--- src/rtl/turn_lever_conditioner.sv ---
// Lever/hazard front-end: synchronize, debounce, arbitrate and align turn requests to step ticks.
// Optional hazard path enabled by defining TURN_HAZARD_EN.
module turn_lever_conditioner #(
  parameter int unsigned SYNC_STAGES     = 2,
  parameter int unsigned DEBOUNCE_CYCLES = 16,
  parameter int unsigned TICK_DIV        = 1000
) (
  input  logic clk,
  input  logic reset,
  input  logic lever_left_raw,
  input  logic lever_right_raw,
  input  logic hazard_raw,
  output logic left,
  output logic right,
  output logic step,
  output logic active
);

`ifdef TURN_HAZARD_EN
  localparam int unsigned NumIn = 3;
`else
  localparam int unsigned NumIn = 2;
`endif

  localparam int unsigned CntW  = $clog2(DEBOUNCE_CYCLES) + 1;
  localparam int unsigned TickW = (TICK_DIV > 1) ? $clog2(TICK_DIV) : 1;
  localparam logic [CntW-1:0]  CntMax  = CntW'(DEBOUNCE_CYCLES - 1);
  localparam logic [TickW-1:0] TickMax = TickW'(TICK_DIV - 1);

  typedef enum logic [2:0] {
    StIdle,
    StLeft,
    StRight,
    StHazard,
    StClear
  } state_e;

  logic [NumIn-1:0] raw;
  logic [NumIn-1:0] deb;
  logic             dl, dr, dh;

`ifdef TURN_HAZARD_EN
  assign raw = {hazard_raw, lever_right_raw, lever_left_raw};
  assign dh  = deb[2];
`else
  logic unused_hazard;
  assign unused_hazard = hazard_raw;
  assign raw = {lever_right_raw, lever_left_raw};
  assign dh  = 1'b0;
`endif

  assign dl = deb[0];
  assign dr = deb[1];

  // One synchronizer + debouncer per conditioned input.
  for (genvar g = 0; g < NumIn; g++) begin : g_in
    logic [SYNC_STAGES-1:0] sync_q;
    logic [CntW-1:0]        cnt_q, cnt_d;
    logic                   deb_q, deb_d;
    logic                   synced;

    assign synced = sync_q[SYNC_STAGES-1];

    always_ff @(posedge clk or negedge reset) begin
      if (!reset) begin
        sync_q <= '0;
      end else begin
        sync_q <= {sync_q[SYNC_STAGES-2:0], raw[g]};
      end
    end

    always_comb begin
      cnt_d = cnt_q;
      deb_d = deb_q;
      if (synced == deb_q) begin
        cnt_d = '0;
      end else if (cnt_q == CntMax) begin
        deb_d = ~deb_q;
        cnt_d = '0;
      end else begin
        cnt_d = cnt_q + CntW'(1);
      end
    end

    always_ff @(posedge clk or negedge reset) begin
      if (!reset) begin
        cnt_q <= '0;
        deb_q <= 1'b0;
      end else begin
        cnt_q <= cnt_d;
        deb_q <= deb_d;
      end
    end

    assign deb[g] = deb_q;
  end

  // Arbiter
  state_e state_q, state_d;

  always_comb begin
    state_d = state_q;
    if (dh) begin
      state_d = StHazard;
    end else begin
      unique case (state_q)
        StIdle: begin
          if (dl && !dr) begin
            state_d = StLeft;
          end else if (dr && !dl) begin
            state_d = StRight;
          end
        end
        StLeft:   if (!dl || dr) state_d = StClear;
        StRight:  if (!dr || dl) state_d = StClear;
        StHazard: state_d = StClear;
        // A lever must be released before a new direction is taken.
        StClear:  if (!dl && !dr) state_d = StIdle;
        default:  state_d = StIdle;
      endcase
    end
  end

  always_ff @(posedge clk or negedge reset) begin
    if (!reset) begin
      state_q <= StIdle;
    end else begin
      state_q <= state_d;
    end
  end

  logic req_l, req_r;
  assign req_l  = (state_q == StLeft)  || (state_q == StHazard);
  assign req_r  = (state_q == StRight) || (state_q == StHazard);
  assign active = (state_q != StIdle);

  // Step tick: step_q is high while the counter sits at TICK_DIV-1.
  logic [TickW-1:0] tick_q, tick_d;
  logic             step_q, step_d;

  always_comb begin
    tick_d = (tick_q == TickMax) ? '0 : tick_q + TickW'(1);
    step_d = (tick_d == TickMax);
  end

  always_ff @(posedge clk or negedge reset) begin
    if (!reset) begin
      tick_q <= '0;
      step_q <= 1'b0;
    end else begin
      tick_q <= tick_d;
      step_q <= step_d;
    end
  end

  // Requests reach the sequencer only on the edge that ends a step cycle.
  logic left_q, right_q;

  always_ff @(posedge clk or negedge reset) begin
    if (!reset) begin
      left_q  <= 1'b0;
      right_q <= 1'b0;
    end else if (step_q) begin
      left_q  <= req_l;
      right_q <= req_r;
    end
  end

  assign left  = left_q;
  assign right = right_q;
  assign step  = step_q;

endmodule

--- config.mk ---
export PLATFORM = sky130hd
export DESIGN_NAME = turn_lever_conditioner
export DESIGN_NICKNAME = d
export VERILOG_FILES = /design/src/rtl/turn_lever_conditioner.sv
export SDC_FILE = /design/constraint.sdc
export NUM_CORES = 1
export LEC_CHECK = 0
export ABC_AREA = 1
export BUFFER_PORTS_ARGS = -buffer_cell sky130_fd_sc_hd__buf_4
export CORE_ASPECT_RATIO = 0.8
export CORE_MARGIN = 2
export CORE_UTILIZATION = 35
export CTS_CLUSTER_DIAMETER = 150
export DETAILED_ROUTE_END_ITERATION = 6
export SLEW_MARGIN = 10
export SYNTH_ARGS = -nofsm -noshare
export SYNTH_HDL_FRONTEND = slang
export SYNTH_SLANG_ARGS = --single-unit
--- constraint.sdc ---
create_clock -name clk -period 1.3 [get_ports clk]
set_input_delay 0.26 -clock clk [delete_from_list [all_inputs] [get_ports clk]]
set_output_delay 0.26 -clock clk [all_outputs]
set_load 0.02 [all_outputs]
==> reports/summary.log, run 1 <==
[finish] layout cell share with drive strength beyond 1 30.59%
[sta] achievable frequency 697.5 MHz
[sta] Hold Worst Slack 0.08174 ns
[global_routing] total global-route track usage 13.71%
[yosys] average size of a mapped cell 8.437 um2
[yosys] library cell occupying the most area in the post-synthesis netlist sky130_fd_sc_hd__dfrtp_1
[clock_tree] Clk pin slew, worst setup/hold paths 0.07 ns
[clock_tree] Num Clock Sinks 32
[critical_path] kind of critical path reg2out
[drt] count of nets left with antenna violations after detail routing 0
[finish] number of inserted diodes 0
[clock_tree] Inserted Clock Buffers 5
[yosys] main flop type after synthesis sky130_fd_sc_hd__dfrtp_1
[sta] final worst slack -0.1338 ns
[yosys] flip-flop and latch count after synthesis 32
[yosys] fraction of synthesized cell area taken by the top area cell type 51.86%
[yosys] most used standard cell by instance count after synthesis sky130_fd_sc_hd__nand2_1
[yosys] Synth async-reset ratio 100.0%
[global_routing] global-route wire length before repair 5.188 mm
[yosys] number of different library cells in the post-synthesis netlist 22
[yosys] top post-synthesis cells by count sky130_fd_sc_hd__nand2_1, sky130_fd_sc_hd__dfrtp_1, sky130_fd_sc_hd__inv_1, sky130_fd_sc_hd__nor2_1, sky130_fd_sc_hd__nand3_1
[finish] area overhead of the layout relative to synthesis 31.52%
[finish] Core Util, Final 48.30%
[run_status] outcome complete, but fails checks
[global_routing] number of antenna violations at the first check in global routing 0
[pwr] Pwr per Cell Area 1047 mW/mm2
[sta] worst max-slew margin expressed relative to the limit 72.62%
[drt] Via density 4.406
[sta] Setup Viol. Count Final 3
[place] detailed placement HPWL 1.995 mm
[floorplanning] horizontal extent of the die 78.26 um
[place] routability-driven placement congestion ratio 0.7764
[hold_path] worst min path class in2reg
[drt] routed wirelength normalized by instance count 11.05 um
[global_routing] maximum number of pins on one net before global-route repair 33
[sta] final period demand of the worst path 1.434 ns
[pwr] Leak Pwr 0.0009928 uW
[critical_path] destination of the worst register-to-register timing path step
[critical_path] flop-to-flop setup slack -0.03 ns
[clock_tree] root buffer selected by CTS sky130_fd_sc_hd__clkbuf_8
[floorplanning] initial standard-cell utilization of the core 36.73%
[critical_path] worst reg2reg startpoint tick_q[0]
[sta] Worst Max-Slew Pin Slew 0.4107 ns
[floorplanning] Total Die Area 0.004962 mm2
[place] quantity of I/O buffers inserted on ports 7
[floorplanning] Core Rows 21
[floorplanning] placeable core region 0.004204 mm2
[place] worst setup slack before clock tree synthesis -0.07907 ns
[hold_path] hold-critical path depth 1
[yosys] post-synth design cell area 0.001544 mm2
[yosys] sequential share of the synthesized area 51.86%
[drt] routed via count 1216
[sta] final hold violation count 0
[pwr] worst supply voltage drop on vdd 0.5781 mV
[clock_tree] Max Buffers Root-to-Sink 2
[critical_path] sort of element at the end of the critical path output pin
[finish] final net count 230
[yosys] EDFF count, synth 0
[run] count of maximum capacitance violations 0
[clock_tree] clock insertion delay at the later pin of the skew report 0.28 ns
[drt] first-pass iteration count of the detailed router 4
[global_routing] GRT overflow 0
[yosys] cells after synthesis 183
[hold_path] worst hold start lever_left_raw
[critical_path] arrival time at the worst endpoint 1.17 ns
[drt] First DRT Iteration DRCs 39
[floorplanning] die extent in y 63.41 um
[finish] count of placed standard cells in the final layout, fillers left out 276
[critical_path] Setup crit start kind flop
[clock_tree] CTS tree yes
[critical_path] Required @ worst endpoint 1.04 ns
[clock_tree] Clock H-tree levels 2
[critical_path] largest fanout on the critical path 2
[hold_path] worst-case hold path end point g_in[0].sync_q[0]
[drt] DRC violations left 0
[place] Placement Cell Area 0.001760 mm2
[sta] Final Max Slew Viols 0
[sta] clock tree skew after final layout 0.002853 ns
[drt] final wirelength 3.051 mm
[sta] RSZ-0062 raised after global routing true
[critical_path] path depth of the worst reg2reg path 9
[place] Cell Count Post-Placement 259
[run_status] failing checks setup timing
[sta] Final Cycle Share 110.3%
[floorplanning] ports placed on the boundary 9
[global_routing] vias in the first global route 1189
[yosys] syn nets 195
[yosys] ranking of synthesized cells by area sky130_fd_sc_hd__dfrtp_1, sky130_fd_sc_hd__nand2_1, sky130_fd_sc_hd__inv_1, sky130_fd_sc_hd__nor2_1, sky130_fd_sc_hd__ha_1
[yosys] Yosys warning count 0
[finish] Non-Filler Cell Area, Final 0.002031 mm2
-- logic make-up after synthesis --
logic type               Yosys count  synth area share, %
XOR/XNOR                           4                2.269
adder cells (fa/ha/maj)            7                5.672
buffers and inverters             30                7.293
AND/OR/NAND/NOR                   99                28.93
flip-flops                        32                51.86
AO/OA/AOI/OAI                     11                3.971
-- cells in the final DEF, fill, tap and decap left out, types with 5 or more instances in the layout --
| cell type | synthesis | routed |
|---|---|---|
| sky130_fd_sc_hd__inv_2 | 1 | 7 |
| sky130_fd_sc_hd__inv_1 | 29 | 23 |
| sky130_fd_sc_hd__nor2_1 | 28 | 20 |
| sky130_fd_sc_hd__a21oi_1 | 5 | 5 |
| sky130_fd_sc_hd__dfrtp_1 | 32 | 31 |
| sky130_fd_sc_hd__nand3_1 | 16 | 13 |
| sky130_fd_sc_hd__nand2_1 | 38 | 35 |
| sky130_fd_sc_hd__ha_1 | 7 | 6 |
| sky130_fd_sc_hd__buf_4 | 0 | 24 |
| sky130_fd_sc_hd__clkbuf_8 | 0 | 5 |
| sky130_fd_sc_hd__nor2_2 | 5 | 10 |
-- how the worst max path moves through the flow --
stage | startpoint | to | slack, ns
after detailed placement | tick_q[0] | step | -0.08
after global routing | state_q[0] | active | -0.19
after global placement | tick_q[0] | step | -0.07
final | state_q[0] | active | -0.13
after CTS | state_q[1] | active | -0.17
after floorplan | tick_q[1] | step | 0.02
-- layout make-up --
cell class,instances,area (um2)
Clock buffer,6,72.57
Clock inverter,2,35.03
Multi-Input combinational cell,121,713.2
Sequential cell,32,802.0
Fill cell,423,2173
Inverter,30,112.6
Tap cell,57,71.32
Timing Repair Buffer,28,224.0
-- flip-flops by register name, indices dropped and copies added, names as in the netlist --
signal and cells:
left 1, tick_q 10, right 1, step 1, g_in.cnt_q 10, g_in.sync_q 4
dl 1, state_q 3, dr 1
-- metrics by stage --
stage               setup TNS (ns)  total power (uW)
floorplan                        0              1111
global placement          -0.07191              1158
detailed placement         -0.1064              1161
CTS                        -0.1984              2150
global route               -0.5044              2223
finish                     -0.1793              2127
-- power breakdown --
group	leakage, uW	internal (uW)	switching (uW)	total, uW
Sequential	0.000418	1020	17.3	1040
Combinational	0.000520	65.2	86.6	152
Clock	0.0000552	568	368	936
Total	0.000993	1660	471	2130
-- worst max-delay path: stages (launching register included) --
cell and delay [ns]:
sky130_fd_sc_hd__dfrtp_1 0.40, sky130_fd_sc_hd__nor2_2 0.16, sky130_fd_sc_hd__inv_2 0.07, sky130_fd_sc_hd__nor2_4 0.10, sky130_fd_sc_hd__inv_2 0.05, sky130_fd_sc_hd__buf_6 0.12
-- timing repair --
item	in CTS	in global routing
setup endpoints to repair	4	7
resized for setup	8	22
buffers inserted	3	5
pin swaps	10	11
hold buffers	1	0
endpoints found under the hold margin	32	0
-- metal layers --
layer	GRT usage, %	vias up	wire length [um]
li1	-	638	-
met1	18.06	561	1468
met2	19.72	10	1440
met3	4.585	7	84
met4	7.675	0	57
met5	0	-	0
(Power assumes the default switching activity.)
==> run 2, diff against run 1 <==
--- a/config.mk
+++ b/config.mk
@@ -9,7 +9,7 @@
 export BUFFER_PORTS_ARGS = -buffer_cell sky130_fd_sc_hd__buf_4
 export CORE_ASPECT_RATIO = 0.8
 export CORE_MARGIN = 2
-export CORE_UTILIZATION = 35
+export CORE_UTILIZATION = 39
 export CTS_CLUSTER_DIAMETER = 150
 export DETAILED_ROUTE_END_ITERATION = 6
 export SLEW_MARGIN = 10
==> run 2 against run 1 <==
  * The run still ends with setup timing left
  * Design area increased by 0.55%
  * Sequential share of layout area is 0.28 points lower
  * Final cell count down 1.8%
  * Routed wire length increased by 5.1%
  * Register-to-register slack worse by 0.02 ns
  * Critical path depth unchanged
  * Core utilization grew 5.4 points
  * Largest power group unchanged
  * Highest routed layer unchanged
==> reports/summary.log, run 2 (synthesized netlist as in run 1, its figures left out) <==
[run_status] outcome complete, but fails checks
[run_status] failing checks setup timing
[floorplanning] initial standard-cell utilization of the core 40.59% [+3.9 points]
[global_routing] number of antenna violations at the first check in global routing 0 [unchanged]
[place] routability-driven placement congestion ratio 0.8387 [+8.0%]
[clock_tree] Inserted Clock Buffers 5 [unchanged]
[finish] area overhead of the layout relative to synthesis 32.25%
[finish] Core Util, Final 53.68% [+5.4 points]
[finish] final net count 227 [-1.3%]
[drt] final wirelength 3.206 mm [+5.1%]
[critical_path] Required @ worst endpoint 1.04 ns [about the same]
[drt] DRC violations left 0 [unchanged]
[global_routing] total global-route track usage 16.03% [+2.3 points]
[sta] Worst Max-Slew Pin Slew 0.4113 ns [+0.0005473 ns]
[clock_tree] Max Buffers Root-to-Sink 2 [unchanged]
[pwr] Pwr per Cell Area 1103 mW/mm2 [+5.3%]
[critical_path] Setup crit start kind flop
[sta] final worst slack -0.1556 ns [-0.02187 ns]
[sta] Final Cycle Share 112.0% [+1.7 points]
[floorplanning] Total Die Area 0.004481 mm2 [-9.7%]
[global_routing] vias in the first global route 1232 [+3.6%]
[critical_path] largest fanout on the critical path 2 [unchanged]
[global_routing] maximum number of pins on one net before global-route repair 33 [unchanged]
[clock_tree] clock insertion delay at the later pin of the skew report 0.28 ns [about the same]
[global_routing] global-route wire length before repair 5.319 mm [+2.5%]
[clock_tree] root buffer selected by CTS sky130_fd_sc_hd__clkbuf_8
[sta] final hold violation count 0 [unchanged]
[clock_tree] CTS tree yes
[finish] number of inserted diodes 0 [unchanged]
[floorplanning] Core Rows 20 [-4.8%]
[floorplanning] horizontal extent of the die 74.35 um [-5.0%]
[pwr] total power consumption of the routed design 2252 uW [+5.9%]
[drt] count of nets left with antenna violations after detail routing 0 [unchanged]
[hold_path] worst min path class in2reg
[drt] routed wirelength normalized by instance count 11.83 um [+7.0%]
[finish] layout cell share with drive strength beyond 1 30.09% [-0.50 points]
[sta] clock tree skew after final layout 0.008172 ns [+0.005320 ns]
[sta] achievable frequency 687.0 MHz [-1.5%]
[place] Placement Cell Area 0.001720 mm2 [-2.3%]
[finish] Top Registers g_in.cnt_q x10, tick_q x10, g_in.sync_q x4
[place] detailed placement HPWL 2.139 mm [+7.2%]
[floorplanning] placeable core region 0.003804 mm2 [-9.5%]
[pwr] worst supply voltage drop on vdd 0.7248 mV [+25%]
[critical_path] kind of critical path reg2out
[clock_tree] Num Clock Sinks 32 [unchanged]
[place] quantity of I/O buffers inserted on ports 7 [unchanged]
[clock_tree] Clk pin slew, worst setup/hold paths 0.07 ns [about the same]
[drt] routed via count 1268 [+4.3%]
[finish] most frequent cells in the layout sky130_fd_sc_hd__nand2_1, sky130_fd_sc_hd__dfrtp_1, sky130_fd_sc_hd__inv_1, sky130_fd_sc_hd__buf_4, sky130_fd_sc_hd__nor2_1
[sta] Final Max Slew Viols 0 [unchanged]
[clock_tree] Clock H-tree levels 2 [unchanged]
[sta] final period demand of the worst path 1.456 ns [+0.02187 ns]
[floorplanning] die extent in y 60.28 um [-4.9%]
[drt] Via density 4.679 [+6.2%]
[drt] first-pass iteration count of the detailed router 4 [unchanged]
[sta] RSZ-0062 raised after global routing true
[floorplanning] ports placed on the boundary 9 [unchanged]
[critical_path] arrival time at the worst endpoint 1.20 ns [+0.03 ns]
[finish] Non-Filler Cell Area, Final 0.002042 mm2 [+0.55%]
[sta] worst max-slew margin expressed relative to the limit 72.58% [about the same]
[critical_path] sort of element at the end of the critical path output pin
[run] count of maximum capacitance violations 0 [unchanged]
[sta] setup total negative slack -0.2216 ns [-0.04235 ns]
[drt] First DRT Iteration DRCs 81 [+110%]
[pwr] Leak Pwr 0.001038 uW [+4.5%]
[global_routing] GRT overflow 0 [unchanged]
[sta] Setup Viol. Count Final 4 [+1]
[place] worst setup slack before clock tree synthesis -0.05384 ns [+0.02523 ns]
run 2: changes by cell type in the layout (fill, tap and decap cells not counted), sizes merged:
cell    before  now
buf         27   24
clkbuf       6    7
clkinv       1    0
run 2: area by class of cell:
class	instances	area (um2)
well taps	55	68.82
clock inverters	1	30.03
fillers	355	1762
flip-flops and latches	32	800.8
inverters	30	112.6
multi-input cells	121	735.7
repair buffers	25	197.7
clock buffers	7	96.34
run 2: critical path: stages, from the launching register on:
cell and delay [ns]:
sky130_fd_sc_hd__dfrtp_1 0.40, sky130_fd_sc_hd__nor2_2 0.16, sky130_fd_sc_hd__inv_2 0.07, sky130_fd_sc_hd__nor2_4 0.10, sky130_fd_sc_hd__inv_2 0.06, sky130_fd_sc_hd__buf_6 0.12
run 2: worst paths after layout:
check                      cells past startpoint                 to  slack (ns)               from
min reg2reg                                    0  g_in[1].sync_q[1]        0.35  g_in[1].sync_q[0]
max                                            5             active       -0.16         state_q[0]
max reg2reg                                    9               step       -0.05          tick_q[1]
max in group asynchronous                      2          tick_q[2]        0.55              reset
min in group asynchronous                      2   g_in[0].cnt_q[1]        0.45              reset
min                                            1  g_in[1].sync_q[0]        0.08    lever_right_raw
run 2: what timing repair did:
| action | 4_1_cts | 5_1_grt |
|---|---|---|
| pin swaps | 8 | 15 |
| hold buffers | 1 | 0 |
| endpoints found under the hold margin | 32 | 0 |
| endpoints found under the setup margin | 6 | 8 |
| gates resized for setup | 11 | 21 |
| buffers inserted | 6 | 5 |
run 2: routing by layer:
| metal | global-route usage [%] | part of all wire, % |
|---|---|---|
| met1 | 20.90 | 47 |
| met2 | 25.51 | 48 |
| met3 | 4.553 | 3.1 |
| met4 | 6.122 | 1.5 |
| met5 | 0 | 0 |
run 2: metrics by stage:
| step | std cells | hold WS (ns) |
|---|---|---|
| 5_1_grt | 271 | 0.06866 |
| 6_report | 271 | 0.07950 |
| 2_1_floorplan | 183 | -0.03559 |
| 4_1_cts | 267 | 0.07308 |
| 3_3_place_gp | 252 | 0.2154 |
| 3_5_place_dp | 252 | 0.2223 |
run 2: where the power goes:
| part | total (uW) | internal (uW) | switching [uW] |
|---|---|---|---|
| registers | 1040 | 1020 | 16.3 |
| logic | 175 | 81.7 | 93.4 |
| clock network | 1040 | 676 | 363 |
